[src/rtl/alu_writeback_stage.sv]
// ALU result buffer: FIFO of {Y, tag} entries that drains into register-file writes.
// Optional operand forwarding out of the buffer is enabled by defining ALU_WB_FWD_EN.
module alu_writeback_stage #(
   parameter int DEPTH = 4,
   parameter int TAG_W = 5
) (
   input  logic                       clk,
   input  logic                       reset_n,
   input  logic                       in_valid,
   output logic                       in_ready,
   input  logic [31:0]                in_y,
   input  logic [4:0]                 in_op,
   input  logic [TAG_W-1:0]           in_tag,
   output logic                       wb_valid,
   input  logic                       wb_ready,
   output logic [31:0]                wb_data,
   output logic [TAG_W-1:0]           wb_tag,
   output logic [$clog2(DEPTH):0]     occupancy,
   output logic [15:0]                commit_cnt,
   input  logic [TAG_W-1:0]           fwd_tag,
   output logic                       fwd_hit,
   output logic [31:0]                fwd_data
);

   localparam int PTR_W = $clog2(DEPTH);
   localparam logic [PTR_W:0] DEPTH_V = (PTR_W+1)'(DEPTH);
   localparam logic [4:0] OP_NOP = 5'b11111;

   logic [31:0]      data_q [DEPTH];
   logic [TAG_W-1:0] tag_q  [DEPTH];
   logic [PTR_W-1:0] head_q;
   logic [PTR_W-1:0] tail_q;
   logic [PTR_W:0]   occ_q;
   logic [15:0]      cnt_q;
   logic             push;
   logic             commit;

   // Full blocks acceptance even if a commit happens in the same cycle.
   assign in_ready = (occ_q < DEPTH_V);
   assign push     = in_valid && in_ready && (in_op != OP_NOP);
   assign commit   = (occ_q != '0) && wb_ready;

   always_ff @(posedge clk) begin
      if (!reset_n) begin
         head_q <= '0;
         tail_q <= '0;
         occ_q  <= '0;
         cnt_q  <= '0;
         for (int i = 0; i < DEPTH; i++) begin
            data_q[i] <= '0;
            tag_q[i]  <= '0;
         end
      end else begin
         if (push) begin
            data_q[tail_q] <= in_y;
            tag_q[tail_q]  <= in_tag;
            tail_q         <= tail_q + 1'b1;
         end
         if (commit) begin
            head_q <= head_q + 1'b1;
            cnt_q  <= cnt_q + 16'd1;
         end
         if (push && !commit) begin
            occ_q <= occ_q + 1'b1;
         end else if (!push && commit) begin
            occ_q <= occ_q - 1'b1;
         end
      end
   end

   assign wb_valid   = (occ_q != '0);
   assign wb_data    = data_q[head_q];
   assign wb_tag     = tag_q[head_q];
   assign occupancy  = occ_q;
   assign commit_cnt = cnt_q;

`ifdef ALU_WB_FWD_EN
   logic [PTR_W-1:0] fwd_idx;

   // Walk oldest to youngest so the youngest match wins.
   always_comb begin
      fwd_hit  = 1'b0;
      fwd_data = '0;
      fwd_idx  = head_q;
      for (int i = 0; i < DEPTH; i++) begin
         fwd_idx = head_q + PTR_W'(i);
         if (((PTR_W+1)'(i) < occ_q) && (tag_q[fwd_idx] == fwd_tag)) begin
            fwd_hit  = 1'b1;
            fwd_data = data_q[fwd_idx];
         end
      end
   end
`else
   logic fwd_unused;
   assign fwd_unused = ^fwd_tag;
   assign fwd_hit    = 1'b0;
   assign fwd_data   = '0;
`endif

endmodule

[config.mk]
export PLATFORM = sky130hd
export DESIGN_NAME = alu_writeback_stage
export DESIGN_NICKNAME = d
export VERILOG_FILES = /design/src/rtl/alu_writeback_stage.sv
export SDC_FILE = /design/constraint.sdc
export NUM_CORES = 1
export LEC_CHECK = 0
export ABC_AREA = 1
export BUFFER_PORTS_ARGS = -buffer_cell sky130_fd_sc_hd__buf_2
export CAP_MARGIN = 20
export CORE_MARGIN = 3
export CORE_UTILIZATION = 40
export CTS_CLUSTER_SIZE = 16
export DETAILED_ROUTE_END_ITERATION = 16
export GPL_TIMING_DRIVEN = 0
export SETUP_SLACK_MARGIN = 0.1
export SYNTH_ARGS = -nofsm -noshare
export SYNTH_HDL_FRONTEND = slang
export SYNTH_SLANG_ARGS = --single-unit
[constraint.sdc]
create_clock -name clk -period 5.4 [get_ports clk]
set_input_delay 0.54 -clock clk [delete_from_list [all_inputs] [get_ports clk]]
set_output_delay 0.54 -clock clk [all_outputs]
set_load 0.01 [all_outputs]
==> out/metrics.csv, run 1 <==
metric,value,unit
I/O Buffers,103,
Slew Limit Fails,0,
Worst VDD drop,253,µV
clk_skew,0.0110,ns
leading area contributor after synthesis,edfxtp_1,
RSZ-0062 raised after global routing,no,
status,completed,
initial antenna violation count,0,
cell with the most instances after synthesis,nor2_1,
"Top FF cell, synth",edfxtp_1,
post-synthesis average cell area,9.94,µm²
vias in the first global route,5604,
Syn. warnings,0,
period utilization,49.2,%
synthesis-to-finish area growth,22.5,%
GP Congestion,0.794,
Yosys reg bits,173,
Place WS,3.00,ns
Slew HR,43.7,%
layout cells sized above 1,22.3,%
H-Tree Depth,4,
worst-path fanout max,10,
Netlist cell types,30,
CP Capture Type,output pin,
Rows,50,
count of flip-flops with a built-in enable after synthesis,148,
fill cell count,1822,
HP Class,input pin to register,
CTS sink count,173,
hold_buf cts,0,
Root Buffer,clkbuf_16,
Max Cap Viol,0,
Routed Antenna Nets,0,
Max clock buf depth,2,
Crit path required time,4.86,ns
chip width,146,µm
CP cell instances,"buf_4, clkbuf_1, o21ai_0, o22ai_1, buf_2",
"FFs w/ async S/R, synth",0,%
vias,5774,
Final Setup Violations,0,
buffer count from post-CTS setup fixing,0,
worst skew pair latency,0.43,ns
post-synthesis cell area,0.00786,mm²
placed cell count,1190,
"Slowest-stage cell, CP",clkbuf_1,
DRT Pass-1 Iters,5,
global-route wire length before repair,29800,µm
Final HPWL DP,12500,µm
Hold Crit Depth,3,
# resized after CTS,0,
Period minus WS final,2.66,ns
FMAX,0.376,GHz
Critical Path Start Type,register,
Post-Route WL,19200,µm
Via density,4.72,
Worst-Margin Slew,0.841,ns
I/O pin cnt,142,
Lkg Pwr,4.18,nW
CORE AREA,0.0190,mm²
remaining global-route overflow,0,
DR DRC count,0,
Initial Util,41.3,%
Final Hold Fails,0,
setup_tns,0,ns
die height,146,µm
Worst Path Buf+Inv,3,
"Worst Setup Slack, final",2.74,ns
"Seq/Total Area, Yosys",62.9,%
Final nets,1003,
post-route insts no fill,1223,
Top delay family on crit path,buffers and inverters,
post-synth top area share,56.5,%
GRT Overall Usage,18.0,%
Crit path largest cell delay,0.45,ns
dominant cells by area after synthesis,"edfxtp_1, nor2_1, dfxtp_1",
instance count on the critical path,5,
largest net degree at the start of global routing,33,
Reg2Reg Depth,11,
Cells after Synth,791,
post-DR wirelength/cell,15.7,µm
CTS tree,done,
design area,0.00963,mm²
pwr dens,420,mW/mm²
1st-iter DRT viols,343,
CTS Buf Count,17,
worst setup path class,register to output pin,
CP arrival,2.12,ns
Synth top cells by count,"nor2_1, edfxtp_1, o21ai_0",
placed inst area,0.00896,mm²
CTS clock-pin slew for the worst setup and hold paths,0.07,ns
die area,0.0214,mm²
[metrics by stage]
| step | total power [mW] | utilization [%] | hold WS (ns) |
|---|---|---|---|
| floorplan | 2.28 | - | 0.436 |
| global placement | 2.68 | 46.4 | 0.454 |
| detailed placement | 2.71 | 47.1 | 0.456 |
| CTS | 4.08 | 50.6 | 0.409 |
| global route | 4.25 | 50.6 | 0.419 |
| finish | 4.04 | 50.6 | 0.422 |
[cells by family after synthesis]
| logic type | share of synthesized area (%) |
|---|---|
| AOI/OAI and AO/OA | 9.58 |
| xor gates and xnor gates | 0.334 |
| adders and majority gates | 0.573 |
| buffers and inverters | 9.53 |
| DFF | 62.9 |
| other | 0.0477 |
| and+or+nand+nor | 17.0 |
[where the power goes]
part	total, mW	leakage [nW]	internal (mW)	switching, mW
combinational	1.02	2.12	0.342	0.681
sequential	1.64	1.74	1.59	0.0501
clock	1.38	0.315	0.867	0.515
total	4.04	4.18	2.80	1.25
[layout by cell type (no fill, tap or decap), drive strengths merged]
cell type | synthesis | layout
a21boi | 1 | 1
a21oi | 11 | 11
buf | 53 | 160
bufinv | 0 | 6
clkbuf | 21 | 38
clkinv | 0 | 3
clkinvlp | 0 | 4
conb | 1 | 33
dfxtp | 25 | 25
diode | 0 | 1
edfxtp | 148 | 148
fa | 1 | 1
ha | 2 | 2
inv | 75 | 77
nand2 | 80 | 80
nand3 | 7 | 7
nand4 | 8 | 8
nor2 | 225 | 225
nor3 | 2 | 2
o21ai | 91 | 91
o22ai | 37 | 37
xnor2 | 2 | 2
xor2 | 1 | 1
[final timing paths]
kind	from	to	slack, ns
hold / removal	in_tag[2]	tag_q[3][2]	0.42
setup reg to reg	occupancy[0]	occupancy[2]	3.32
hold reg to reg	head_q[1]	register	0.46
setup / recovery	register	wb_data[28]	2.74
[per-layer routing]
layer	track usage, %	wire (µm)	vias up
li1	-	-	2885
met1	23.3	8390	2694
met2	30.1	9380	171
met3	4.07	1120	24
met4	5.93	299	0
met5	0	0	-
[tightest hold or removal path, stage by stage]
cell     delay, ns
buf_2         0.10
nand2_4       0.06
inv_1         0.04
[final cells by class]
type                       instances  area, µm²  area share [%]
timing repair buffer             107        618            6.42
multi-input combinational        501       2320            24.1
buffer                            74        468            4.86
clock buffer                      17        425            4.42
clock inverter                    15        241            2.51
antenna                            1       2.50          0.0260
sequential                       173       4940            51.3
tap                              260        325            3.38
inverter                          75        282            2.92
[flip-flops by register name, summed over array words and instances, names as in the netlist, named ones only]
signal and flops:
data_q 128, tag_q 20, commit_cnt 16, occupancy 3
head_q 2, tail_q 2
Power figures use the tool's default switching activity.
==> run 2, diff against run 1 <==
clock period = 2.3 ns   (was 5.4 ns; I/O delays follow)
==> out/metrics.csv, run 2 (synthesized netlist as in run 1, its figures left out) <==
metric,value,unit
status,completed,
Place WS,0.171,ns
vias,5739,
worst skew pair latency,0.43,ns
Max clock buf depth,2,
largest net degree at the start of global routing,29,
Slew Limit Fails,0,
"commonest non-fill, non-tap cell in the layout",nor2_1,
Rows,50,
I/O Buffers,103,
most frequent cells in the layout,"nor2_1, edfxtp_1, buf_2, o21ai_0, inv_1",
FMAX,0.475,GHz
sequential power share,42.3,%
Routed Antenna Nets,0,
design area,0.00957,mm²
Worst VDD drop,549,µV
Final nets,1003,
I/O pin cnt,142,
Root Buffer,clkbuf_16,
pwr dens,950,mW/mm²
Final HPWL DP,12500,µm
Period minus WS final,2.10,ns
total internal power,6.09,mW
post-DR wirelength/cell,15.6,µm
HP Class,input pin to register,
placed inst area,0.00895,mm²
CP Capture Type,output pin,
fill cell count,1782,
Crit path largest cell delay,0.35,ns
Slew HR,46.9,%
global-route wire length before repair,29500,µm
"Slowest-stage cell, CP",dfxtp_2,
clock power share,30.7,%
DR DRC count,0,
GP Congestion,0.769,
routed wl met2,9350,µm
Lkg Pwr,4.19,nW
Worst Path Buf+Inv,5,
RSZ-0062 raised after global routing,yes,
remaining global-route overflow,0,
layout cells sized above 1,24.2,%
Final Setup Violations,0,
die area,0.0214,mm²
synthesis-to-finish area growth,21.8,%
period utilization,91.5,%
chip width,146,µm
max reg flops,128,
CTS clock-pin slew for the worst setup and hold paths,0.07,ns
Max Cap Viol,0,
worst-path fanout max,10,
Top Metal Used,met4,
Reg2Reg Depth,6,
multi-input combinational cell area,0.00235,mm²
Final Core Density,50.3,%
CORE AREA,0.0190,mm²
CTS sink count,173,
post-route insts no fill,1223,
vias in the first global route,5537,
Crit path required time,2.07,ns
H-Tree Depth,4,
Comb power frac,27.0,%
Switching Share,33.1,%
Hold Crit Depth,3,
DRT Pass-1 Iters,5,
instance count on the critical path,7,
wl on met1,8530,µm
Register Area,0.00495,mm²
CP arrival,1.87,ns
Initial Util,41.3,%
P_sw,3.01,mW
Critical Path Start Type,register,
Via density,4.69,
clk_skew,0.00808,ns
Largest Register,data_q,
Final Hold Fails,0,
"Worst Setup Slack, final",0.195,ns
metal3 WL,955,µm
die height,146,µm
Top delay family on crit path,buffers and inverters,
"Top cell by count, worst path",buf_4,
worst setup path class,register to output pin,
GRT Overall Usage,17.8,%
Worst-Margin Slew,0.796,ns
initial antenna violation count,0,
CTS Buf Count,17,
CP cell instances,"buf_4, inv_2, buf_4, buf_4, nor2_1, o22ai_1, buf_2",
placed cell count,1190,
1st-iter DRT viols,365,
Post-Route WL,19000,µm
buffer count from post-CTS setup fixing,0,
CTS tree,done,
==> run 2: changes by cell type in the layout (fill, tap and decap cells not counted), moves of 2 or more <==
cell       delta
buf_12        +2
buf_16        -2
buf_2         -7
buf_4         +6
bufinv_16     -5
clkbuf_1     -12
clkbuf_2     +12
clkinv_4      +2
inv_6         +4
o22ai_1       -3
o22ai_2       +3
==> run 2: power groups by stage <==
stage | Clock, mW | Combinational, mW | Sequential, mW
after floorplan | 0 | 1.45 | 3.91
after global placement | 0 | 2.36 | 3.92
after detailed placement | 0 | 2.41 | 3.92
after CTS | 2.82 | 2.47 | 3.85
after global routing | 2.94 | 2.73 | 3.88
final | 2.79 | 2.45 | 3.85
==> run 2: tightest hold or removal path: stages <==
cell	delay, ns
buf_2	0.10
nand2_4	0.06
inv_1	0.04
==> run 2: layer usage <==
| layer | vias up | track usage [%] |
|---|---|---|
| met2 | 140 | 29.6 |
| met1 | 2687 | 23.2 |
| li1 | 2893 | - |
| met4 | 0 | 4.61 |
| met5 | - | 0 |
| met3 | 19 | 4.93 |
==> run 2: final cells by class <==
class,instances,area share [%]
sequential,173,51.7
multi-input combinational,501,24.5
timing repair buffer,107,6.30
buffer,74,5.27
clock buffer,17,4.44
tap,260,3.40
inverter,75,2.94
clock inverter,15,1.42
antenna,1,0.0261
==> run 2: metrics by stage <==
step                      total power, mW  TNS, ns  hold slack [ns]
after floorplan                      5.36        0            0.368
after global placement               6.28  -101.32            0.457
after detailed placement             6.33        0            0.461
after CTS                            9.15        0           0.0849
after global routing                 9.56        0            0.102
final                                9.10        0            0.104
==> run 2: what timing repair did <==
| action | in CTS | in global routing |
|---|---|---|
| pin swaps | 0 | 2 |
| setup endpoints to repair | 35 | 56 |
| gates resized for setup | 21 | 8 |
| hold buffers | 0 | 0 |
==> run 2: worst paths after layout <==
kind	start	endpoint	slack [ns]
worst max-delay path	register	wb_data[30]	0.20
worst max register to register	tail_q[1]	data_q[2][10]	0.27
worst min register to register	head_q[1]	head_q[1]	0.48
worst min-delay path	in_tag[2]	tag_q[3][2]	0.10
